===== config.mk =====
export PLATFORM = sky130hd
export DESIGN_NAME = unsi_seq_div_24b12b
export DESIGN_NICKNAME = d
export VERILOG_FILES = /design/src/rtl/unsi_seq_div_24b12b_pkg.sv /design/src/rtl/unsi_seq_div_24b12b_div_step.sv /design/src/rtl/unsi_seq_div_24b12b.sv
export SDC_FILE = /design/constraint.sdc
export NUM_CORES = 1
export LEC_CHECK = 0
export ABC_AREA = 1
export CAP_MARGIN = 15
export CORE_ASPECT_RATIO = 1.5
export CORE_MARGIN = 5
export CORE_UTILIZATION = 35
export DETAILED_ROUTE_END_ITERATION = 16
export PLACE_DENSITY = 0.63
export SETUP_SLACK_MARGIN = 0.02
export SYNTH_ARGS = -nofsm -noshare
export SYNTH_HDL_FRONTEND = slang
export SYNTH_SLANG_ARGS = --single-unit

===== constraint.sdc =====
create_clock -name clk -period 3.1 [get_ports clk]
set_input_delay 0.62 -clock clk [delete_from_list [all_inputs] [get_ports clk]]
set_output_delay 0.62 -clock clk [all_outputs]
set_load 0.1 [all_outputs]

===== src/rtl/unsi_seq_div_24b12b_pkg.sv =====
// Shared types and widths for the sequential 24/12 unsigned divider.
// Used by unsi_seq_div_24b12b and div_step (optional remainder: UNSI_DIV_REM_OUT_EN).
package unsi_div_pkg;

   localparam int QW = 12;
   localparam int DW = 2 * QW;
   localparam int CW = 4;

   localparam logic [QW-1:0] QUOT_SAT = 12'hFFF;
   localparam logic [CW-1:0] CNT_LAST = CW'(QW - 1);

   typedef enum logic [1:0] {
      IDLE = 2'd0,
      CALC = 2'd1,
      DONE = 2'd2
   } state_e;

endpackage


===== src/rtl/unsi_seq_div_24b12b_div_step.sv =====
// One restoring-division step: shift in the next dividend bit, conditionally subtract.
// Purely combinational; the top iterates it once per cycle.
module div_step
   import unsi_div_pkg::*;
(
   input  logic [QW-1:0] r_i,
   input  logic          bit_i,
   input  logic [QW-1:0] divisor_i,
   output logic [QW-1:0] r_next_o,
   output logic          qbit_o
);

   logic [QW:0] t;

   assign t        = {r_i, bit_i};
   assign qbit_o   = (t >= {1'b0, divisor_i});
   // r_i < divisor_i is an invariant, so the difference always fits in QW bits
   assign r_next_o = qbit_o ? QW'(t - {1'b0, divisor_i}) : t[QW-1:0];

endmodule


===== src/rtl/unsi_seq_div_24b12b.sv =====
// Sequential restoring unsigned divider, 24-bit dividend / 12-bit divisor, one quotient bit per cycle.
// Macro UNSI_DIV_REM_OUT_EN: when defined, rem carries the final remainder; otherwise rem is tied to 0.
//
// state | meaning
// IDLE  | waiting for operands, in_ready high (after reset release)
// CALC  | 12 shift/subtract iterations, one per cycle
// DONE  | result presented with out_valid, held until out_ready
module unsi_seq_div_24b12b
   import unsi_div_pkg::*;
(
   input  logic          clk,
   input  logic          rst_n,
   input  logic          in_valid,
   output logic          in_ready,
   input  logic [DW-1:0] dividend,
   input  logic [QW-1:0] divisor,
   output logic          out_valid,
   input  logic          out_ready,
   output logic [QW-1:0] quot,
   output logic [QW-1:0] rem,
   output logic          ovf
);

   state_e        state_q;
   logic [QW-1:0] r_q;
   logic [QW-1:0] q_q;
   logic [QW-1:0] dvs_q;
   logic [CW-1:0] cnt_q;
   logic [QW-1:0] quot_q;
   logic          ovf_q;
   logic          out_valid_q;
   logic          in_ready_q;
   logic [QW-1:0] r_d;
   logic          qbit;

   div_step u_step (
      .r_i       (r_q),
      .bit_i     (q_q[QW-1]),
      .divisor_i (dvs_q),
      .r_next_o  (r_d),
      .qbit_o    (qbit)
   );

`ifdef UNSI_DIV_REM_OUT_EN
   logic [QW-1:0] rem_q;

   always_ff @(posedge clk or negedge rst_n) begin
      if (!rst_n) begin
         rem_q <= '0;
      end else if (state_q == IDLE && in_valid && in_ready_q) begin
         rem_q <= '0;
      end else if (state_q == CALC && cnt_q == CNT_LAST) begin
         rem_q <= r_d;
      end
   end

   assign rem = rem_q;
`else
   assign rem = '0;
`endif

   always_ff @(posedge clk or negedge rst_n) begin
      if (!rst_n) begin
         state_q     <= IDLE;
         r_q         <= '0;
         q_q         <= '0;
         dvs_q       <= '0;
         cnt_q       <= '0;
         quot_q      <= '0;
         ovf_q       <= 1'b0;
         out_valid_q <= 1'b0;
         in_ready_q  <= 1'b0;
      end else begin
         case (state_q)
            IDLE: begin
               in_ready_q <= 1'b1;
               if (in_valid && in_ready_q) begin
                  in_ready_q <= 1'b0;
                  dvs_q      <= divisor;
                  // Upper half >= divisor means the quotient needs more than QW bits (or divisor is 0)
                  if (dividend[DW-1:QW] >= divisor) begin
                     state_q     <= DONE;
                     quot_q      <= QUOT_SAT;
                     ovf_q       <= 1'b1;
                     out_valid_q <= 1'b1;
                  end else begin
                     state_q <= CALC;
                     r_q     <= dividend[DW-1:QW];
                     q_q     <= dividend[QW-1:0];
                     cnt_q   <= '0;
                  end
               end
            end
            CALC: begin
               r_q   <= r_d;
               q_q   <= {q_q[QW-2:0], qbit};
               cnt_q <= cnt_q + CW'(1);
               if (cnt_q == CNT_LAST) begin
                  state_q     <= DONE;
                  quot_q      <= {q_q[QW-2:0], qbit};
                  ovf_q       <= 1'b0;
                  out_valid_q <= 1'b1;
               end
            end
            DONE: begin
               if (out_ready) begin
                  state_q     <= IDLE;
                  out_valid_q <= 1'b0;
                  in_ready_q  <= 1'b1;
               end
            end
            default: begin
               state_q     <= IDLE;
               out_valid_q <= 1'b0;
               in_ready_q  <= 1'b0;
            end
         endcase
      end
   end

   assign in_ready  = in_ready_q;
   assign out_valid = out_valid_q;
   assign quot      = quot_q;
   assign ovf       = ovf_q;

endmodule


* Yosys cells after proc, flatten, opt, wreduce, memory -nomap -nowiden
Index checks and enable logic that the tools add are counted.
W data, S select, Z words.
** Storage, ports and cells
- Flip-flop bits (word level) :: 57
- Output and inout bits :: 27
- Logic and storage cells :: 60
** Operators by class
- Add/sub/neg operators :: 2
- Magnitude comparators :: 2
- Eq/ne operators :: 8
- Multiplexer cells :: 29
- Bitwise logic cells :: 1
- Reduce and logical (&&, ||, !) cells :: 9
** Operators by type and width (count)
- $mux W12 :: 8
- $pmux W12 S2 :: 3
- $ge A13 B12 Y1 :: 1
- $ge A12 B12 Y1 :: 1
- $sub A12 B12 Y12 :: 1
- $ne A2 B2 Y1 const B :: 5
- $mux W2 :: 4
- $mux W4 :: 2
- $pmux W4 S2 :: 1
- $reduce_and A4 Y1 :: 2
- $mux W1 :: 7
- $pmux W1 S3 :: 2
- $pmux W2 S3 :: 1
- $reduce_and A3 Y1 :: 2
- $add A4 B1 Y4 const B :: 1
- $eq A4 B4 Y1 const B :: 1
- $reduce_and A2 Y1 :: 2
- $eq A2 B1 Y1 const B :: 1
- $eq A2 B2 Y1 const B :: 1
- $logic_not A2 Y1 :: 1
- $pmux W1 S2 :: 1
- $reduce_bool A2 Y1 :: 1
- $logic_and A1 B1 Y1 :: 1
- $not A1 Y1 :: 1

* Longest topological paths before layout
- Word-level depth :: 4
- Gate-level depth with buffers :: 16
- Mapped depth without buffers :: 15

* Hierarchy
From an unflattened synthesis, not the netlist that was laid out.
** Unflattened totals
- Cell total of the unflattened synthesis :: 580
- Area, all modules :: 4121.5 um2
** Modules (own cells, without submodules)
- unsi_seq_div_24b12b :: times used 1, cells an instance 397, area each 3099.2 um2
- div_step :: times used 1, cells an instance 183, area each 1022.2 um2

* Least setup slack after synthesis
Ideal clock, no wire load.
- Path type :: flip-flop to flip-flop
- From :: register in_ready_q (netlist: in_ready)
- To :: register ovf_q (netlist: ovf)
- Setup time :: 0.125 ns
- Arrival :: 1.925 ns
- Path slack :: 1.050 ns
- Cell stages (with the launch flop) :: 7
- Path buffers :: 1
- Period minus slack after synthesis :: 2.050 ns
- Cell sequence :: dfrtp_1 > nand2_1 > a21oi_1 > nand3_2 > buf_6 > nand2_1 > o21ai_1
** On the way
- Word-level cells in the longest chain between the ends :: 3
** RTL lines
- from (decl) :: line unsi_seq_div_24b12b.sv:32 : logic in_ready_q;
- from (signal assigned) :: line unsi_seq_div_24b12b.sv:72 : in_ready_q <= 1'b0;
- from (signal assigned) :: line unsi_seq_div_24b12b.sv:76 : in_ready_q <= 1'b1;
- from (signal assigned) :: line unsi_seq_div_24b12b.sv:78 : in_ready_q <= 1'b0;
- $logic_and A1 B1 Y1 :: line unsi_seq_div_24b12b.sv:77 : if (in_valid && in_ready_q) begin
- $ne A2 B2 Y1 (no source line)
- $reduce_and A4 Y1 (no source line)
- to (signal assigned) :: line unsi_seq_div_24b12b.sv:70 : ovf_q <= 1'b0;
- to (signal assigned) :: line unsi_seq_div_24b12b.sv:84 : ovf_q <= 1'b1;
- to (signal assigned) :: line unsi_seq_div_24b12b.sv:101 : ovf_q <= 1'b0;
- to (decl) :: line unsi_seq_div_24b12b.sv:30 : logic ovf_q;
No other way between the ends.
A chain may end at the register's enable or synchronous reset.

* Worst setup path in the final report
- From :: input port divisor[11]
- To :: register r_q[4]
** On the way
- Word-level cells in the longest chain between the ends :: 3
** RTL lines
- from (decl) :: line unsi_seq_div_24b12b.sv:16 : input logic [QW-1:0] divisor,
- $ge A12 B12 Y1 :: line unsi_seq_div_24b12b.sv:81 : if (dividend[DW-1:QW] >= divisor) begin
- $ne A2 B2 Y1 (no source line)
- $reduce_and A3 Y1 (no source line)
- to (signal assigned) :: line unsi_seq_div_24b12b.sv:88 : r_q <= dividend[DW-1:QW];
- to (signal assigned) :: line unsi_seq_div_24b12b.sv:95 : r_q <= r_d;
- to (decl) :: line unsi_seq_div_24b12b.sv:25 : logic [QW-1:0] r_q;
No other way between the ends.

==> reports/metrics.csv <==
stage;metric;value;unit
clock_tree;clk_latency;0.33;ns
setup_path;worstPathArrival;2.79;ns
synth;synth.area.mux_share;0.288;%
detailed_routing;wire_per_inst;13.2;µm
synth;synth_fa_ha_area_share;8.51;%
final_layout;drive_gt1_share;10.5;%
final_layout;nFillCells;1142;
detailed_routing;drtAntennaViolNets;0;
final_layout;multiInputGateArea;0.00203;mm²
clock_tree;post_cts.repair.setup_buffers;0;
detailed_routing;routed_via_density;4.70;
clock_tree;cts_made_buffers;9;
final_layout;fin_area;0.00476;mm²
synth;syn_avg_cell_area;7.17;µm²
sta;finalSetupViolations;0;
global_routing;grt_max_degree;58;
synth;synth_simple_gate_area_share;31.4;%
global_routing;antenna_found_initial;0;
floorplanning;die_h;139;µm
sta;skew;0.00629;ns
floorplanning;std_cell_rows;47;
final_layout;final_common_cell;nand2_1;
clock_tree;clk_pin_slew_worst_paths;0.05;ns
floorplanning;start_util;35.6;%
final_layout;final_cell_mix;nand2_1 (163), inv_1 (73), nor2_1 (68);
placed_design;dp_worst_setup_slack;0.187;ns
synth;syn_area;0.00391;mm²
floorplanning;dieArea;0.0134;mm²
detailed_routing;first_iter_violations;195;
clock_tree;htreeDepth;3;
placed_design;place_congestion;0.888;
outcome;outcome;complete, no violations;
clock_tree;root_buffer;clkbuf_16;
clock_tree;cts_max_path_buffers;2;
detailed_routing;wirelength;9910;µm
power;clkPwrFrac;16.2;%
setup_path;cp.required;3.32;ns
sta;finalMaxSlewViolations;0;
hold_path;hold_path_class;input pin to async pin;
synth;synthXorXnorAreaFrac;1.12;%
final_layout;diodes;0;
clock_tree;post_cts_resize_count;0;
global_routing;grt_pass1_vias;3618;
synth;postSynthCellCount;545;
sta;final.period_utilization;82.9;%
power;p_leak;2.49;nW
power;pwr_density_cell;1270;mW/mm²
global_routing;grt-ovfl-total;0;
sta;slew_headroom;49.4;%
sta;rsz0062_at_grt;no;
power;seqPwrFrac;22.8;%
power;switchingPower;0.00319;W
power;swShare;52.7;%
synth;synth_top_family_by_area;simple AND/OR/NAND/NOR gates;
detailed_routing;vias;3518;
synth;synth_compound_area_share;9.41;%
floorplanning;die_w;96.3;µm
setup_path;r2r_slack;0.81;ns
setup_path;critPathMaxFanout;21;
global_routing;grt_pass1_wl;16800;µm
setup_path;path_class;input pin to register;
synth;ys_warn_count;0;
sta;layout_min_cycle_time;2.57;ns
power;internal_power;0.00286;W
flow_run;max_cap_viol_count;0;
final_layout;synthToLayoutAreaGrowth;21.6;%
floorplanning;core_area;0.0110;mm²
power;combPwrFrac;61.0;%
final_layout;nets;663;
detailed_routing;drtPass1Iterations;5;
clock_tree;tritoncts;done;
placed_design;placed_area;0.00446;mm²
global_routing;grt_use_total;16.1;%
setup_path;crit_path_start_kind;input pin;
sta;setup_slack;0.530;ns
detailed_routing;drc;0;
power;power;0.00605;W
sta;fmax;389;MHz
clock_tree;cts.sinks;57;
floorplanning;num_io_pins;67;
clock_tree;postCtsHoldBufs;0;
placed_design;hpwl;7520;µm
sta;hold_violations;0;
synth;synth_cell_types;32;
sta;tightest_slew;0.759;ns
setup_path;end_kind;register;
synth;synth-seq-area-share;36.5;%
placed_design;numPortBuffers;54;
synth;synth_seq_cells;57;
final_layout;register_area;0.00143;mm²
power;vdd_drop_max;0.000764;V
sta;fin_tns_setup;0;ns
-- registers in the layout (all words and copies together), names as in the netlist --
name and cells:
cnt_q 4, in_ready 1, out_valid 1, r_q 12, dvs_q 12, state_q 2, quot 12, q_q 12
ovf 1
-- metrics by stage --
stage	hold WS, ns	std cells	util (%)
after floorplan	0.324	556	-
after global routing	0.506	749	43.2
final	0.432	749	43.2
after detailed placement	0.473	733	40.5
after CTS	0.471	749	43.2
after global placement	0.472	733	40.5
-- critical path, cell delays in order --
cell             delay [ns]
clkdlybuf4s50_1        0.45
inv_1                  0.05
ha_1                   0.30
nand2_2                0.08
inv_1                  0.04
nand2_1                0.05
nand2_1                0.08
a21oi_1                0.22
nand2_1                0.11
nand2_2                0.09
nand2_4                0.08
inv_2                  0.33
nand2_1                0.11
nor2_1                 0.12
nor2_1                 0.05
-- cell families (layout without fill, tap and decap cells) --
family,after synthesis,in the layout
simple gates,295,295
compound gates,55,55
fa+ha+maj,26,26
buf+inv,105,151
other cells,1,12
flops,57,57
mux,1,1
xor+xnor,5,5
-- layout make-up --
cell class                 count  area share, %
sequential                    57           30.0
clock inverter                 5           1.16
tap                          147           3.87
inverter                      76           6.00
timing repair buffer          59           11.3
multi-input combinational    394           42.6
clock buffer                  11           5.10
-- worst paths after layout --
path | cells past startpoint | to | start
min in group clk | 2 | dvs_q[6] | dvs_q[6]
min reg2reg | 2 | dvs_q[6] | dvs_q[6]
min | 2 | dvs_q[3] | rst_n
max reg2reg | 13 | r_q[11] | r_q[6]
max in group asynchronous | 2 | r_q[8] | rst_n
max | 15 | r_q[4] | divisor[11]
-- cells in the mapped netlist, drive strengths merged --
cell    instances  share of area [%]
conb            1              0.096
clkbuf          4               0.38
inv            76                7.3
o21bai          1               0.19
nor2           73                7.3
buf            25                5.1
xor2            4               0.90
o31ai          12                3.7
nand3          49                6.7
a21oi          10                1.3
dfrtp          57                 36
ha             25                8.0
a22o            1               0.22
mux2            1               0.29
fa              1               0.51
xnor2           1               0.22
nand4           3               0.48
or2             1               0.16
o21ai          30                3.8
nand2         167                 16
o22ai           1               0.16
nor3            1               0.13
nand3b          1               0.19
-- power by group through the flow --
stage | Combinational, W | Sequential, W | Clock [W]
after floorplan | 0.00229 | 0.00205 | 0
after global placement | 0.00366 | 0.00138 | 0
after detailed placement | 0.00371 | 0.00138 | 0
after CTS | 0.00372 | 0.00138 | 0.000996
after global routing | 0.00413 | 0.00143 | 0.00104
final | 0.00369 | 0.00138 | 0.000980
-- per-layer routing --
layer	up-vias	routed length (µm)	GRT usage, %
met1	1653	3980	17.7
met5	-	0	0
met3	16	275	2.81
met2	59	5410	29.0
met4	0	245	7.46
li1	1790	-	-
No activity file was read; power rests on OpenSTA's default activity.
